### config.mk
export PLATFORM = sky130hd
export DESIGN_NAME = wb_unit_flat
export DESIGN_NICKNAME = d
export VERILOG_FILES = /design/src/rtl/wb_unit_pkg.sv /design/src/rtl/wb_unit_if.sv /design/src/rtl/wb_unit_load_align.sv /design/src/rtl/wb_unit.sv /design/src/flat_wrapper.sv
export SDC_FILE = /design/constraint.sdc
export NUM_CORES = 1
export LEC_CHECK = 0
export BUFFER_PORTS_ARGS = -buffer_cell sky130_fd_sc_hd__buf_2
export CAP_MARGIN = 15
export CORE_AREA = 2 2 103 105
export DETAILED_ROUTE_END_ITERATION = 8
export DIE_AREA = 0 0 105 107
export PLACE_DENSITY = 0.85
export SYNTH_ARGS = -nofsm -noshare
export SYNTH_HDL_FRONTEND = slang
export SYNTH_SLANG_ARGS = --single-unit
### constraint.sdc
create_clock -name clk -period 3.8 [get_ports clk]
set_clock_uncertainty 0.15 [all_clocks]
set_input_delay 0.57 -clock clk [delete_from_list [all_inputs] [get_ports clk]]
set_output_delay 0.57 -clock clk [all_outputs]
set_load 0.02 [all_outputs]
### src/rtl/wb_unit_pkg.sv
// ---------------------------------------------------------------------------
// wb_unit_pkg
// Shared constants and types for the write-back unit:
//   XLEN       - register / data width
//   REG_AW     - register-file address width
//   load_f3_e  - RISC-V load funct3 encodings (LB/LH/LW/LBU/LHU)
//   lq_entry_t - one load-queue entry {rd, funct3, addr_lo}
// ---------------------------------------------------------------------------
package wb_unit_pkg;

  localparam int XLEN   = 32;
  localparam int REG_AW = 5;

  typedef enum logic [2:0] {
    F3_LB  = 3'b000,
    F3_LH  = 3'b001,
    F3_LW  = 3'b010,
    F3_LBU = 3'b100,
    F3_LHU = 3'b101
  } load_f3_e;

  typedef struct packed {
    logic [REG_AW-1:0] rd;
    logic [2:0]        funct3;
    logic [1:0]        addr_lo;
  } lq_entry_t;

endpackage

### src/rtl/wb_unit_if.sv
// ---------------------------------------------------------------------------
// wb_unit_if
// Bundles every non-clock/reset signal of wb_unit.
//   master : drives ALU result, load issue, memory response, decode sources
//   slave  : wb_unit side; drives handshakes, stall, both RF write ports, err
// ---------------------------------------------------------------------------
interface wb_unit_if;
  import wb_unit_pkg::*;

  // ALU result
  logic              ex_valid;
  logic [REG_AW-1:0] ex_rd;
  logic [XLEN-1:0]   ex_result;
  // Load issue
  logic              ld_issue;
  logic [REG_AW-1:0] ld_rd;
  logic [2:0]        ld_funct3;
  logic [1:0]        ld_addr_lo;
  logic              ld_ready;
  // Memory response
  logic              mem_rvalid;
  logic [XLEN-1:0]   mem_rdata;
  logic              mem_rready;
  // Decode hazard check
  logic [REG_AW-1:0] rs1_addr;
  logic [REG_AW-1:0] rs2_addr;
  logic              ld_stall;
  // Register-file write ports
  logic              write_en;
  logic [REG_AW-1:0] write_addr;
  logic [XLEN-1:0]   write_data;
  logic              mem_write_en;
  logic [REG_AW-1:0] mem_write_addr;
  logic [XLEN-1:0]   mem_write_data;
  // Sticky protocol error
  logic              err;

  modport master (
    output ex_valid, ex_rd, ex_result,
    output ld_issue, ld_rd, ld_funct3, ld_addr_lo,
    output mem_rvalid, mem_rdata,
    output rs1_addr, rs2_addr,
    input  ld_ready, mem_rready, ld_stall,
    input  write_en, write_addr, write_data,
    input  mem_write_en, mem_write_addr, mem_write_data,
    input  err
  );

  modport slave (
    input  ex_valid, ex_rd, ex_result,
    input  ld_issue, ld_rd, ld_funct3, ld_addr_lo,
    input  mem_rvalid, mem_rdata,
    input  rs1_addr, rs2_addr,
    output ld_ready, mem_rready, ld_stall,
    output write_en, write_addr, write_data,
    output mem_write_en, mem_write_addr, mem_write_data,
    output err
  );

endinterface

### src/rtl/wb_unit_load_align.sv
// ---------------------------------------------------------------------------
// load_align
// Combinational load-data alignment.
//   data_i    : raw memory word
//   funct3_i  : load type
//   addr_lo_i : byte offset within the word
//   data_o    : aligned / extended value for the register file
// Optional feature macro: LOAD_ALIGN_EN. When undefined the raw word passes
// through untouched and funct3_i / addr_lo_i are ignored.
// ---------------------------------------------------------------------------
module load_align
  import wb_unit_pkg::*;
(
  input  logic [XLEN-1:0] data_i,
  input  logic [2:0]      funct3_i,
  input  logic [1:0]      addr_lo_i,
  output logic [XLEN-1:0] data_o
);

`ifdef LOAD_ALIGN_EN
  // Only the low half-word of the shifted data is ever consumed.
  logic [15:0] shifted;
  assign shifted = 16'(data_i >> {addr_lo_i, 3'b000});

  always_comb begin
    data_o = data_i;
    case (funct3_i)
      F3_LB:   data_o = {{(XLEN-8){shifted[7]}}, shifted[7:0]};
      F3_LH:   data_o = {{(XLEN-16){shifted[15]}}, shifted[15:0]};
      F3_LBU:  data_o = {{(XLEN-8){1'b0}}, shifted[7:0]};
      F3_LHU:  data_o = {{(XLEN-16){1'b0}}, shifted[15:0]};
      F3_LW:   data_o = data_i;
      default: data_o = data_i;
    endcase
  end
`else
  assign data_o = data_i;

  logic unused_fields;
  assign unused_fields = ^{funct3_i, addr_lo_i};
`endif

endmodule

### src/rtl/wb_unit.sv
// ---------------------------------------------------------------------------
// wb_unit
// Write-back unit: registered ALU write port, in-order load queue, one-entry
// load hold register with ALU-priority arbitration, and load-use stall.
//   clk  : rising-edge clock
//   rst  : asynchronous active-high reset
//   bus  : wb_unit_if.slave (ALU result, load issue/response, decode sources,
//          both register-file write ports, sticky err)
// Parameter LQ_DEPTH : load-queue entries (power of two, 2..8).
// Optional feature macro: LOAD_ALIGN_EN (enables alignment in load_align).
// ---------------------------------------------------------------------------
module wb_unit
  import wb_unit_pkg::*;
#(
  parameter int LQ_DEPTH = 4
) (
  input logic      clk,
  input logic      rst,
  wb_unit_if.slave bus
);

  localparam int              PTR_W    = $clog2(LQ_DEPTH);
  localparam logic [PTR_W:0]  FULL_CNT = (PTR_W+1)'(LQ_DEPTH);

  // ALU write port
  logic              write_en_q,   write_en_d;
  logic [REG_AW-1:0] write_addr_q, write_addr_d;
  logic [XLEN-1:0]   write_data_q, write_data_d;

  // Load queue
  lq_entry_t         lq_mem [LQ_DEPTH];
  logic [LQ_DEPTH-1:0] lq_vld_q, lq_vld_d;
  logic [PTR_W-1:0]  head_q, head_d;
  logic [PTR_W-1:0]  tail_q, tail_d;
  logic [PTR_W:0]    count_q, count_d;

  // Hold register
  logic              hold_vld_q,  hold_vld_d;
  logic [REG_AW-1:0] hold_rd_q,   hold_rd_d;
  logic [XLEN-1:0]   hold_data_q, hold_data_d;

  logic              err_q, err_d;

  logic              ld_ready, mem_rready, push, pop, retire;
  lq_entry_t         head_ent;
  logic [XLEN-1:0]   aligned_data;

  assign ld_ready   = (count_q != FULL_CNT);
  assign mem_rready = !hold_vld_q;
  assign push       = bus.ld_issue && ld_ready;
  assign pop        = bus.mem_rvalid && mem_rready && (count_q != '0);
  assign head_ent   = lq_mem[head_q];
  // An rd=0 entry never touches the RF port, so it may retire under an ALU write.
  assign retire     = hold_vld_q && ((hold_rd_q == '0) || !write_en_q);

  load_align u_load_align (
    .data_i    (bus.mem_rdata),
    .funct3_i  (head_ent.funct3),
    .addr_lo_i (head_ent.addr_lo),
    .data_o    (aligned_data)
  );

  always_comb begin
    write_en_d   = bus.ex_valid && (bus.ex_rd != '0);
    write_addr_d = write_en_d ? bus.ex_rd : '0;
    write_data_d = write_en_d ? bus.ex_result : '0;

    head_d   = head_q;
    tail_d   = tail_q;
    count_d  = count_q;
    lq_vld_d = lq_vld_q;
    if (push) begin
      tail_d           = tail_q + 1'b1;
      lq_vld_d[tail_q] = 1'b1;
    end
    if (pop) begin
      head_d           = head_q + 1'b1;
      lq_vld_d[head_q] = 1'b0;
    end
    case ({push, pop})
      2'b10:   count_d = count_q + 1'b1;
      2'b01:   count_d = count_q - 1'b1;
      default: count_d = count_q;
    endcase

    // Pop only happens with the hold empty, so load and retire never collide.
    hold_vld_d  = hold_vld_q;
    hold_rd_d   = hold_rd_q;
    hold_data_d = hold_data_q;
    if (pop) begin
      hold_vld_d  = 1'b1;
      hold_rd_d   = head_ent.rd;
      hold_data_d = aligned_data;
    end else if (retire) begin
      hold_vld_d  = 1'b0;
      hold_rd_d   = '0;
      hold_data_d = '0;
    end

    err_d = err_q
          | (bus.mem_rvalid && (count_q == '0))
          | (bus.ld_issue && !ld_ready);
  end

  always_ff @(posedge clk or posedge rst) begin
    if (rst) begin
      write_en_q   <= 1'b0;
      write_addr_q <= '0;
      write_data_q <= '0;
      lq_vld_q     <= '0;
      head_q       <= '0;
      tail_q       <= '0;
      count_q      <= '0;
      hold_vld_q   <= 1'b0;
      hold_rd_q    <= '0;
      hold_data_q  <= '0;
      err_q        <= 1'b0;
    end else begin
      write_en_q   <= write_en_d;
      write_addr_q <= write_addr_d;
      write_data_q <= write_data_d;
      lq_vld_q     <= lq_vld_d;
      head_q       <= head_d;
      tail_q       <= tail_d;
      count_q      <= count_d;
      hold_vld_q   <= hold_vld_d;
      hold_rd_q    <= hold_rd_d;
      hold_data_q  <= hold_data_d;
      err_q        <= err_d;
    end
  end

  // Queue payload needs no reset; validity is tracked by lq_vld_q.
  always_ff @(posedge clk) begin
    if (push) begin
      lq_mem[tail_q] <= '{rd: bus.ld_rd, funct3: bus.ld_funct3, addr_lo: bus.ld_addr_lo};
    end
  end

  // Load-use hazard: any pending queue entry or the occupied hold entry.
  logic                rs1_nz, rs2_nz, hold_hit;
  logic [LQ_DEPTH-1:0] lq_hit;
  assign rs1_nz = (bus.rs1_addr != '0);
  assign rs2_nz = (bus.rs2_addr != '0);

  genvar gi;
  generate
    for (gi = 0; gi < LQ_DEPTH; gi++) begin : g_lq_hit
      assign lq_hit[gi] = lq_vld_q[gi] &&
                          ((rs1_nz && (lq_mem[gi].rd == bus.rs1_addr)) ||
                           (rs2_nz && (lq_mem[gi].rd == bus.rs2_addr)));
    end
  endgenerate

  assign hold_hit = hold_vld_q &&
                    ((rs1_nz && (hold_rd_q == bus.rs1_addr)) ||
                     (rs2_nz && (hold_rd_q == bus.rs2_addr)));

  assign bus.ld_stall       = hold_hit || (|lq_hit);
  assign bus.ld_ready       = ld_ready;
  assign bus.mem_rready     = mem_rready;
  assign bus.write_en       = write_en_q;
  assign bus.write_addr     = write_addr_q;
  assign bus.write_data     = write_data_q;
  // The ALU port has priority; the load port is shown only when it may write.
  assign bus.mem_write_en   = hold_vld_q && (hold_rd_q != '0) && !write_en_q;
  assign bus.mem_write_addr = bus.mem_write_en ? hold_rd_q : '0;
  assign bus.mem_write_data = bus.mem_write_en ? hold_data_q : '0;
  assign bus.err            = err_q;

endmodule
### src/flat_wrapper.sv
// flat-port wrapper written by rule: the top's interface ports become plain ports
module wb_unit_flat import wb_unit_pkg::*;
#(
  parameter int LQ_DEPTH = 4
)
  (clk, rst, bus_ex_valid, bus_ex_rd, bus_ex_result, bus_ld_issue, bus_ld_rd, bus_ld_funct3, bus_ld_addr_lo, bus_mem_rvalid, bus_mem_rdata, bus_rs1_addr, bus_rs2_addr, bus_ld_ready, bus_mem_rready, bus_ld_stall, bus_write_en, bus_write_addr, bus_write_data, bus_mem_write_en, bus_mem_write_addr, bus_mem_write_data, bus_err);
  wb_unit_if bus_i ();
  input logic clk;
  input logic rst;
  input wire logic [$bits(bus_i.ex_valid)-1:0] bus_ex_valid;
  input wire logic [$bits(bus_i.ex_rd)-1:0] bus_ex_rd;
  input wire logic [$bits(bus_i.ex_result)-1:0] bus_ex_result;
  input wire logic [$bits(bus_i.ld_issue)-1:0] bus_ld_issue;
  input wire logic [$bits(bus_i.ld_rd)-1:0] bus_ld_rd;
  input wire logic [$bits(bus_i.ld_funct3)-1:0] bus_ld_funct3;
  input wire logic [$bits(bus_i.ld_addr_lo)-1:0] bus_ld_addr_lo;
  input wire logic [$bits(bus_i.mem_rvalid)-1:0] bus_mem_rvalid;
  input wire logic [$bits(bus_i.mem_rdata)-1:0] bus_mem_rdata;
  input wire logic [$bits(bus_i.rs1_addr)-1:0] bus_rs1_addr;
  input wire logic [$bits(bus_i.rs2_addr)-1:0] bus_rs2_addr;
  output wire logic [$bits(bus_i.ld_ready)-1:0] bus_ld_ready;
  output wire logic [$bits(bus_i.mem_rready)-1:0] bus_mem_rready;
  output wire logic [$bits(bus_i.ld_stall)-1:0] bus_ld_stall;
  output wire logic [$bits(bus_i.write_en)-1:0] bus_write_en;
  output wire logic [$bits(bus_i.write_addr)-1:0] bus_write_addr;
  output wire logic [$bits(bus_i.write_data)-1:0] bus_write_data;
  output wire logic [$bits(bus_i.mem_write_en)-1:0] bus_mem_write_en;
  output wire logic [$bits(bus_i.mem_write_addr)-1:0] bus_mem_write_addr;
  output wire logic [$bits(bus_i.mem_write_data)-1:0] bus_mem_write_data;
  output wire logic [$bits(bus_i.err)-1:0] bus_err;
  assign bus_i.ex_valid = bus_ex_valid;
  assign bus_i.ex_rd = bus_ex_rd;
  assign bus_i.ex_result = bus_ex_result;
  assign bus_i.ld_issue = bus_ld_issue;
  assign bus_i.ld_rd = bus_ld_rd;
  assign bus_i.ld_funct3 = bus_ld_funct3;
  assign bus_i.ld_addr_lo = bus_ld_addr_lo;
  assign bus_i.mem_rvalid = bus_mem_rvalid;
  assign bus_i.mem_rdata = bus_mem_rdata;
  assign bus_i.rs1_addr = bus_rs1_addr;
  assign bus_i.rs2_addr = bus_rs2_addr;
  assign bus_ld_ready = bus_i.ld_ready;
  assign bus_mem_rready = bus_i.mem_rready;
  assign bus_ld_stall = bus_i.ld_stall;
  assign bus_write_en = bus_i.write_en;
  assign bus_write_addr = bus_i.write_addr;
  assign bus_write_data = bus_i.write_data;
  assign bus_mem_write_en = bus_i.mem_write_en;
  assign bus_mem_write_addr = bus_i.mem_write_addr;
  assign bus_mem_write_data = bus_i.mem_write_data;
  assign bus_err = bus_i.err;
  wb_unit #(.LQ_DEPTH(LQ_DEPTH)) u_core (.clk(clk), .rst(rst), .bus(bus_i));
endmodule
==> results.md, run 1 <==
Run status:
- The run finished with clean final reports.

Critical path:
- In this run the critical register-to-register path is captured at u_core.hold_rd_q[1].
- The startpoint kind of the worst setup timing path is a register.
- The peak per-stage delay on the critical path is 0.59 ns.
- The worst path required time is 3.08 ns.
- STA puts the critical path data arrival time at 2.18 ns.
- For the worst flop-to-flop path, the logic depth is 4.
- The peak fanout along the critical path is 38.
- The critical path goes through or4_4 -> nor2_1 -> nor3_2 -> buf_4 -> and2_1 -> buf_2.
- Among cell families on the critical path, the largest total delay comes from simple AND/OR/NAND/NOR gates.
- STA classifies the critical path endpoint as an output port.
- For this design, the slowest cell found on the critical path is sky130_fd_sc_hd__or4_4.
- The sum of buffers and inverters on the critical path is 2.
- For flop-to-flop paths, the worst setup slack is 1.38 ns.
- The critical path in this run is classified as register to output port.
- In this run the critical register-to-register path is launched from u_core.count_q[2].

Drt:
- The final layout contains routed wiring with a total length of 11000 um.
- For this block, the via count after detailed routing is 3481.
- The DRC marker count from the first detailed-route iteration is 151.
- In the routed layout, each cell is associated on average with a via count of 5.10.
- The count of nets left with antenna violations once routing finished came out at 0.
- The number of iterations in the first detailed-routing pass is 5.
- Dividing the detail-routed wire length by the instance count gives 16.1 um.
- The post-route DRC violation count is 0.

Logic synthesis:
- The synthesized area per cell is 12.8 um^2.
- After synthesis, the cell types taking the most area are sky130_fd_sc_hd__dfrtp_1 45%, sky130_fd_sc_hd__edfxtp_1 12%, sky130_fd_sc_hd__and2_1 9.6%.
- The number of nets handed over by synthesis was 488.
- Synthesis handed over a netlist of 384 instances.
- After synthesis, flip-flops and latches occupy 57.1% of the total area.
- The cell type with the highest aggregate area in the netlist is sky130_fd_sc_hd__dfrtp_1.
- The post-synthesis instance area is 4910 um^2.
- Synthesis inferred 108 register bits.
- The synthesized design devotes to its leading area cell type 44.8% of total area.
- The netlist uses 36 different library cells.
- The synthesis warning total is 0.

Timing:
- The number of hold violations in the final report came to 0.
- The count of pins over their slew limit is 0.
- After routing, the total negative slack on setup checks comes to 0 ns.
- The transition time at the pin with the least slew margin is 0.921 ns.
- Setup violations remaining at the end of the flow were counted as 0.
- The worst pin sits at a relative slew slack of 38.5%.
- Setup repair after global routing left no endpoint under its margin.
- The time the worst path needs with I/O delays and setup is 2.90 ns.
- Timing would allow up to 344 MHz.
- The fraction of the cycle the final worst path needs is 76.4%.

Cells and area:
- The number of diodes is 0.
- At the end of the flow, the number of nets in the layout was 645.
- After filler insertion, the fill cell instance count of the layout stands at 838.
- The count of cells in the finished layout, fillers not included, comes to 682.
- The area of the multi-input gates is 1920 um^2.
- The combined flip-flop and latch cell area is 2800 um^2.
- From synthesis to final layout, the design area changed by 22.0%.
- The final instance area is 5990 um^2.
- The fraction of final layout cells with drive strength greater than 1 is 37.0%.

Placement:
- The final RePlAce weighted congestion is 0.912.
- The number of instances in the placed design is 666.
- The HPWL reported at the end of detailed placement is 8250 um.
- In this run the tool buffered the top-level ports with 168 buffer cells.
- The area of placed instances is 5800 um^2.

Pwr:
- The leakage power is 0.00292 uW.
- The power density over cell area is 609 nW/um^2.
- In this run switching power makes up 36.2% of total power.
- The worst vdd rail ir drop is 0.000328 V.
- The analysis attributes to net switching a power of 1320 uW.
- The cell-internal power is 2330 uW.
- Of the total power, the clock network draws 18.3%.
- Summing internal, switching and leakage power gives 3650 uW.
- The sequential power share is 47.2%.
- The proportion of power drawn by combinational gates is 34.5%.

Global routing:
- The initial antenna violation count is 0.
- For this run the aggregate overflow at the end of global routing stands at 0.
- The via count of the first global-routing pass is 3504.
- The first global-routing pass estimated 17100 um of wire.
- The all-layer global routing usage is 19.6%.
- The pin count of the biggest net entering global routing is 47.

Run:
- The number of maximum-capacitance constraint violations is 0.

Min path:
- The path type of the worst min-delay path is input port to asynchronous set/reset pin.

CTS:
- Counting the buffers created by CTS gives 9.
- The insertion delay to the later sink of the worst-skew pair is 0.37 ns.
- Buffers inserted to repair hold after CTS numbered 0.
- The cell at the root of the clock tree is sky130_fd_sc_hd__clkbuf_8.
- The setup fix buffers added after clock tree synthesis is 0.
- Post-CTS repair changed the size of 0 cells.
- After clock tree synthesis, the clock-pin slew on the worst setup and hold paths is 0.11 ns.
- TritonCTS built the clock tree.
- The maximum number of buffers from clock root to sink is 2.
- The clock sink count is 108.
- CTS built an H-tree with a depth of 3.

Floorplan:
- After floorplanning, the core was divided into 37 placement rows.
- The number of top-level design ports is 174.
- The core box area is 10100 um^2.
- The die boundary height is 107 um.
- The die boundary width is 105 um.
- The die outline area is 11200 um^2.
- The starting density of the core is 48.7%.
layout by cell type, fill, tap and decap left out, types with 2 or more instances in the layout:
cell                           n
sky130_fd_sc_hd__a22o_1       37
sky130_fd_sc_hd__a2bb2oi_1     4
sky130_fd_sc_hd__and2_1       75
sky130_fd_sc_hd__and3_1        4
sky130_fd_sc_hd__buf_2       168
sky130_fd_sc_hd__buf_4         4
sky130_fd_sc_hd__clkbuf_8     10
sky130_fd_sc_hd__clkinvlp_4    2
sky130_fd_sc_hd__dfrtp_1      88
sky130_fd_sc_hd__edfxtp_1     20
sky130_fd_sc_hd__ha_1          9
sky130_fd_sc_hd__inv_1         9
sky130_fd_sc_hd__inv_8         2
sky130_fd_sc_hd__mux4_2        5
sky130_fd_sc_hd__nand2_1       3
sky130_fd_sc_hd__nand3_1      10
sky130_fd_sc_hd__nor2_1        5
sky130_fd_sc_hd__nor4_1        6
sky130_fd_sc_hd__o211ai_1      4
sky130_fd_sc_hd__o21ai_0       5
sky130_fd_sc_hd__o22ai_1       2
sky130_fd_sc_hd__or4_4         3
sky130_fd_sc_hd__xnor2_1      41
sky130_fd_sc_hd__xor2_1       14
registers in the layout (all words and copies together), names as in the netlist:
name / cells
u_core.bus.err: 1
u_core.bus.write_addr: 5
u_core.bus.write_data: 32
u_core.bus.write_en: 1
u_core.count_q: 3
u_core.head_q: 2
u_core.hold_data_q: 32
u_core.hold_rd_q: 5
u_core.hold_vld_q: 1
u_core.lq_mem: 20
u_core.lq_vld_q: 4
u_core.tail_q: 2
worst max path at each step:
stage / from / endpoint / slack (ns) / depth (start not counted)
2_1_floorplan: rst / u_core.bus.err / 0.80 / 1
3_3_place_gp: bus_rs2_addr[0] / bus_ld_stall / 1.00 / 7
3_5_place_dp: bus_rs2_addr[0] / bus_ld_stall / 0.98 / 7
4_1_cts: u_core.hold_rd_q[1] / bus_mem_write_data[1] / 0.89 / 6
5_1_grt: u_core.hold_rd_q[1] / bus_mem_write_data[29] / 0.80 / 6
6_report: u_core.hold_rd_q[1] / bus_mem_write_data[1] / 0.90 / 6
power by group through the flow:
stage / Combinational, uW / Sequential (uW) / Clock (uW)
2_1_floorplan: 982 / 1680 / 0
3_3_place_gp: 1210 / 1720 / 0
3_5_place_dp: 1260 / 1740 / 0
4_1_cts: 1270 / 1720 / 684
5_1_grt: 1380 / 1760 / 730
6_report: 1260 / 1720 / 668
worst reg2reg max path, stage by stage, from the launching register on:
cell                      delay, ns
sky130_fd_sc_hd__dfrtp_1       0.44
sky130_fd_sc_hd__o311a_2       0.44
sky130_fd_sc_hd__buf_4         0.28
sky130_fd_sc_hd__a21oi_4       0.77
sky130_fd_sc_hd__a22o_1        0.27
cells by family (layout without fill, tap and decap cells):
family / count (synthesis) / count (layout) / synth area share [%]
flip-flops: 108 / 108 / 57.1
XOR/XNOR: 55 / 55 / 9.81
multiplexers: 7 / 7 / 2.73
AO/OA/AOI/OAI: 59 / 59 / 10.2
AND/OR/NAND/NOR: 109 / 109 / 13.5
adder cells (fa/ha/maj): 10 / 10 / 2.70
buffers and inverters: 36 / 198 / 4.00
final cells by class:
type / count / area share (%)
tap: 136 / 2.84
sequential: 108 / 46.8
timing repair buffer: 172 / 14.5
clock buffer: 10 / 2.30
clock inverter: 6 / 0.877
multi-input combinational: 240 / 32.0
inverter: 10 / 0.647
synth_stat cells:
cell,instances
sky130_fd_sc_hd__o211ai_1,4
sky130_fd_sc_hd__o21a_1,1
sky130_fd_sc_hd__nor3_1,1
sky130_fd_sc_hd__o21bai_1,1
sky130_fd_sc_hd__a21oi_4,1
sky130_fd_sc_hd__nor4_1,6
sky130_fd_sc_hd__and3_1,4
sky130_fd_sc_hd__nor2_1,5
sky130_fd_sc_hd__nand3_1,10
sky130_fd_sc_hd__a21o_1,1
sky130_fd_sc_hd__xor2_1,14
sky130_fd_sc_hd__or4_1,1
sky130_fd_sc_hd__ha_1,9
sky130_fd_sc_hd__clkbuf_1,11
sky130_fd_sc_hd__mux2_2,1
sky130_fd_sc_hd__nand4_1,1
sky130_fd_sc_hd__a22oi_1,1
sky130_fd_sc_hd__buf_1,1
sky130_fd_sc_hd__and2_1,75
sky130_fd_sc_hd__buf_6,7
sky130_fd_sc_hd__a2bb2oi_1,4
sky130_fd_sc_hd__a22o_1,37
sky130_fd_sc_hd__nand2_1,3
sky130_fd_sc_hd__o21ai_4,1
sky130_fd_sc_hd__mux4_2,5
sky130_fd_sc_hd__dfrtp_1,88
sky130_fd_sc_hd__o21ai_0,5
sky130_fd_sc_hd__edfxtp_1,20
sky130_fd_sc_hd__o22ai_1,2
sky130_fd_sc_hd__xnor2_1,41
sky130_fd_sc_hd__o311a_1,1
sky130_fd_sc_hd__inv_1,10
sky130_fd_sc_hd__fa_1,1
sky130_fd_sc_hd__buf_2,7
sky130_fd_sc_hd__mux2i_1,1
sky130_fd_sc_hd__or4_4,3
per-layer routing:
layer / global-route usage [%] / vias up / share of wire (%)
met5: 0 / - / 0
met4: 9.33 / 0 / 2.6
met3: 4.01 / 21 / 6.0
met2: 33.3 / 127 / 50
met1: 24.2 / 1697 / 41
li1: - / 1636 / -
metrics by stage:
stage / hold WS, ns / utilization [%] / worst slack [ns]
floorplan: 0.308 / - / 0.801
global placement: 0.290 / 57.5 / 1.00
detailed placement: 0.323 / 57.5 / 0.979
CTS: 0.0182 / 59.4 / 0.887
global route: 0.0354 / 59.4 / 0.800
finish: 0.0170 / 59.4 / 0.896
(Power assumes the default switching activity.)
==> run 2: changes to the inputs <==
- ABC_AREA: unset -> 1
- CORE_AREA: 2 2 103 105 -> 2 2 105 107
- DIE_AREA: 0 0 105 107 -> 0 0 107 109
- PLACE_DENSITY: 0.85 -> 0.86
- clock period: 3.8 -> 2.75 ns (I/O delays scaled with it)
==> run 2 against run 1 <==
  * Cell area rose by 7.7%
  * Hold slack improved by 0.050 ns
  * Critical path depth rose by 2
  * Die area rose by 3.8%
  * Via count rose by 26%
  * Power rose by 48%
  * Routed wire length rose by 10%
  * Combinational power rose by 69%
  * Largest cell class unchanged
  * Sequential power rose by 34%
  * Global-route usage rose by 1.8 points
  * Synthesized cell count rose by 63%
  * Worst setup slack got worse by 0.72 ns
==> results.md, run 2 <==
Run status:
- The run finished with clean final reports.

Run:
- The tool flagged a number of max-cap violations equal to 0.

Logic synthesis:
- The share of flip-flops with an asynchronous set or reset is 81.5%.
- Counting instances in the post-synthesis netlist gives the leading cell types as 129 x sky130_fd_sc_hd__nand2_1, 116 x sky130_fd_sc_hd__inv_1, 105 x sky130_fd_sc_hd__nor2_1.
- In this run, synthesis inferred 20 flip-flops with an integrated enable.
- Sequential elements use 53.1% of the synthesized area.
- Among all cell types in the netlist, the one instantiated most often is sky130_fd_sc_hd__nand2_1.
- The top flip-flop cell by instance count after synthesis is sky130_fd_sc_hd__dfrtp_1.
- Of the post-synthesis cell area, the dominant cell type holds 41.7%.
- Sorting the synthesized cells by area gives the leading types as sky130_fd_sc_hd__dfrtp_1 42%, sky130_fd_sc_hd__edfxtp_1 11%, sky130_fd_sc_hd__nand2_1 9.2%.
- The synthesis warning total is 0.
- The synthesized area per cell is 8.46 um^2.
- Yosys mapped the design onto 28 distinct sky130hd cell types.
- The gate count after technology mapping is 624.
- The synthesized netlist occupies a cell area of 5280 um^2.
- The synthesized net count is 728.
- The number of register bits inferred by synthesis is 108.
- The cell type with the highest aggregate area in the netlist is sky130_fd_sc_hd__dfrtp_1.

CTS:
- In this run the number of H-tree levels came out at 3.
- The TritonCTS clock tree is yes.
- The maximum number of buffers from clock root to sink is 2.
- The cell sitting at the root of the clock tree is a sky130_fd_sc_hd__clkbuf_8.
- The clock edge transition at the registers on the reported setup and hold paths is 0.12 ns.
- Buffers added to address setup during post-CTS repair amount to 0.
- Counting every sink on the clock net gives 108.
- The later pin in the worst-skew pair is clocked with a latency of 0.38 ns.
- Clock tree synthesis inserted a total of 9 buffers.

Drt:
- The number of nets still failing antenna checks after routing is 0.
- The post-route DRC violation count is 0.
- The DRC marker count from the first detailed-route iteration is 332.
- Detailed routing inserted a total of 4401 vias.
- The final routed wirelength across all metal layers is 12100 um.
- The number of iterations in the first detailed-routing pass is 4.
- The average vias per placed instance is 4.74.
- In the final routed layout, each cell accounts on average for 13.0 um.

Floorplan:
- The die covers 11700 um^2.
- The die boundary width is 107 um.
- The number of top-level design ports is 174.
- In this run the vertical extent of the chip is 109 um.
- The starting density of the core is 49.8%.
- Row generation in the floorplan step produced 38 rows.
- The region available for standard cell placement spans 10600 um^2.

Cells and area:
- The number of diodes is 0.
- In the layout the commonest cells are 168 x sky130_fd_sc_hd__buf_2, 129 x sky130_fd_sc_hd__nand2_1, 115 x sky130_fd_sc_hd__inv_1.
- The layout filler cell count is 907.
- The area growth from synthesis to layout is 22.3%.
- The post-route netlist has 28.1% of its cells at a drive strength greater than 1.
- Leaving out fill and tap cells, the most frequent cell in the layout is sky130_fd_sc_hd__buf_2.
- The final layout contains 888 nets.

Min path:
- The path type of the worst min-delay path is input port to register.

Timing:
- Setup violations remaining at the end of the flow were counted as 0.
- The count of pins over their slew limit came to 0.
- The final critical path takes up 93.5% of the cycle.
- The aggregate negative setup slack is 0 ns.
- In the post-route analysis, the smallest setup slack over all paths is 0.180 ns.
- The transition time at the pin with the least slew margin is 0.670 ns.
- The time the worst path needs with I/O delays and setup is 2.57 ns.
- Setup repair after global routing left no endpoint under its margin.
- The number of hold violations in the final report is 0.
- The worst pin sits at a relative slew slack of 55.2%.
- Based on the critical path, the design can be clocked at up to 389 MHz.

Global routing:
- The first-pass GRT wire length is 19500 um.
- The initial antenna violation count is 0.
- Entering global routing, the biggest net connects 46 pins.
- For this run the aggregate overflow at the end of global routing stands at 0.
- The via count of the first global-routing pass came to 4283.
- The all-layer global routing usage is 21.4%.

Critical path:
- Of all nets on the critical path, the largest fanout is 19.
- The peak per-stage delay on the critical path is 0.46 ns.
- For this design, the slowest cell found on the critical path is sky130_fd_sc_hd__dfrtp_1.
- Traced cell by cell, the critical path runs through inv_2 -> nand3_1 -> nor3_2 -> inv_1 -> nand2_4 -> buf_4 -> nor2_1 -> buf_2.
- The startpoint kind of the worst setup timing path is a register.
- The worst path required time is 2.19 ns.
- The data arrival time at the worst-slack endpoint is 2.01 ns.
- The critical path endpoint category is an output port.
- The critical path is of the register to output port type.

Placement:
- Routability-driven placement finished with a final weighted congestion of 0.920.
- Buffers placed on the I/O ports in this run total 168.
- The HPWL reported at the end of detailed placement is 9190 um.
- Before CTS, the worst setup slack after placement is 0.468 ns.

Pwr:
- The leakage power is 0.00357 uW.
- Power spread over the standard cell area amounts to 836 nW/um^2.
- The worst-case IR drop observed on VDD is 0.000430 V.
run 2: cell count changes in the layout (fill, tap and decap cells not counted), moves of 25 or more:
cell                      change
sky130_fd_sc_hd__nand2_1    +126
sky130_fd_sc_hd__inv_1      +106
sky130_fd_sc_hd__nor2_1      +99
sky130_fd_sc_hd__and2_1      -75
sky130_fd_sc_hd__a22o_1      -37
sky130_fd_sc_hd__o21ai_0     +25
run 2: where the power goes:
group          switching, uW  leakage [uW]  internal, uW
clock                    602     0.0000981           359
sequential               236       0.00130          2070
combinational           1400       0.00218           729
run 2: final timing paths:
check | from | cells past startpoint | slack, ns | to
worst max-delay path | u_core.hold_rd_q[4] | 8 | 0.18 | bus_mem_write_data[11]
worst min-delay path | bus_ex_result[31] | 3 | 0.07 | u_core.bus.write_data[31]
worst max register to register | u_core.count_q[1] | 9 | 0.48 | u_core.count_q[2]
worst min register to register | u_core.bus.err | 1 | 0.33 | u_core.bus.err
max in group asynchronous | rst | 4 | 1.20 | u_core.bus.write_data[24]
min in group asynchronous | rst | 3 | 0.47 | u_core.bus.write_data[13]
run 2: routing by layer:
layer  global-route usage [%]  vias to the layer above  share of wire (%)
met1                     25.8                     2023                 40
met2                     36.0                      180                 49
met3                     7.17                       20                9.3
met4                     8.07                        0                1.5
met5                        0                        -                  0
li1                         -                     2178                  -
run 2: cell type report:
cell class | count | area, um^2 | share of cell area, %
repair buffers | 176 | 928 | 14.4
clock inverters | 7 | 75.1 | 1.16
multi-input cells | 369 | 1900 | 29.4
clock buffers | 9 | 124 | 1.92
flip-flops and latches | 108 | 2800 | 43.4
well taps | 140 | 175 | 2.71
inverters | 120 | 454 | 7.04
run 2: worst max-delay path, delay by kind of cell, from the launching register on:
family / cells / cell delay, ns
buffers and inverters: 4 / 0.65
AND/OR/NAND/NOR: 4 / 0.51
flip-flops: 1 / 0.46
run 2: timing repair:
action | in CTS | in global routing
hold endpoints to repair | 22 | 0
endpoints found under the setup margin | 0 | 18
hold buffers | 1 | 0
gates resized for setup | 0 | 2
run 2: cell families (layout without fill, tap and decap cells):
logic type / after synthesis / count (layout) / synth area share (%)
AND/OR/NAND/NOR: 258 / 258 / 19.4
buffers and inverters: 147 / 312 / 11.4
flip-flops: 108 / 108 / 53.1
AO/OA/AOI/OAI: 66 / 66 / 7.82
XOR/XNOR: 35 / 35 / 5.81
adder cells (fa/ha/maj): 10 / 10 / 2.51
run 2: metrics by stage:
stage	util (%)	hold slack [ns]	power [uW]	instances	cell area [um^2]
after floorplan	-	0.320	3870	624	5280
after global placement	58.8	0.307	4380	912	6240
after detailed placement	58.8	0.310	4470	912	6240
after CTS	60.8	0.0499	5430	929	6450
after global routing	60.9	0.0344	5820	929	6450
final	60.9	0.0669	5400	929	6450
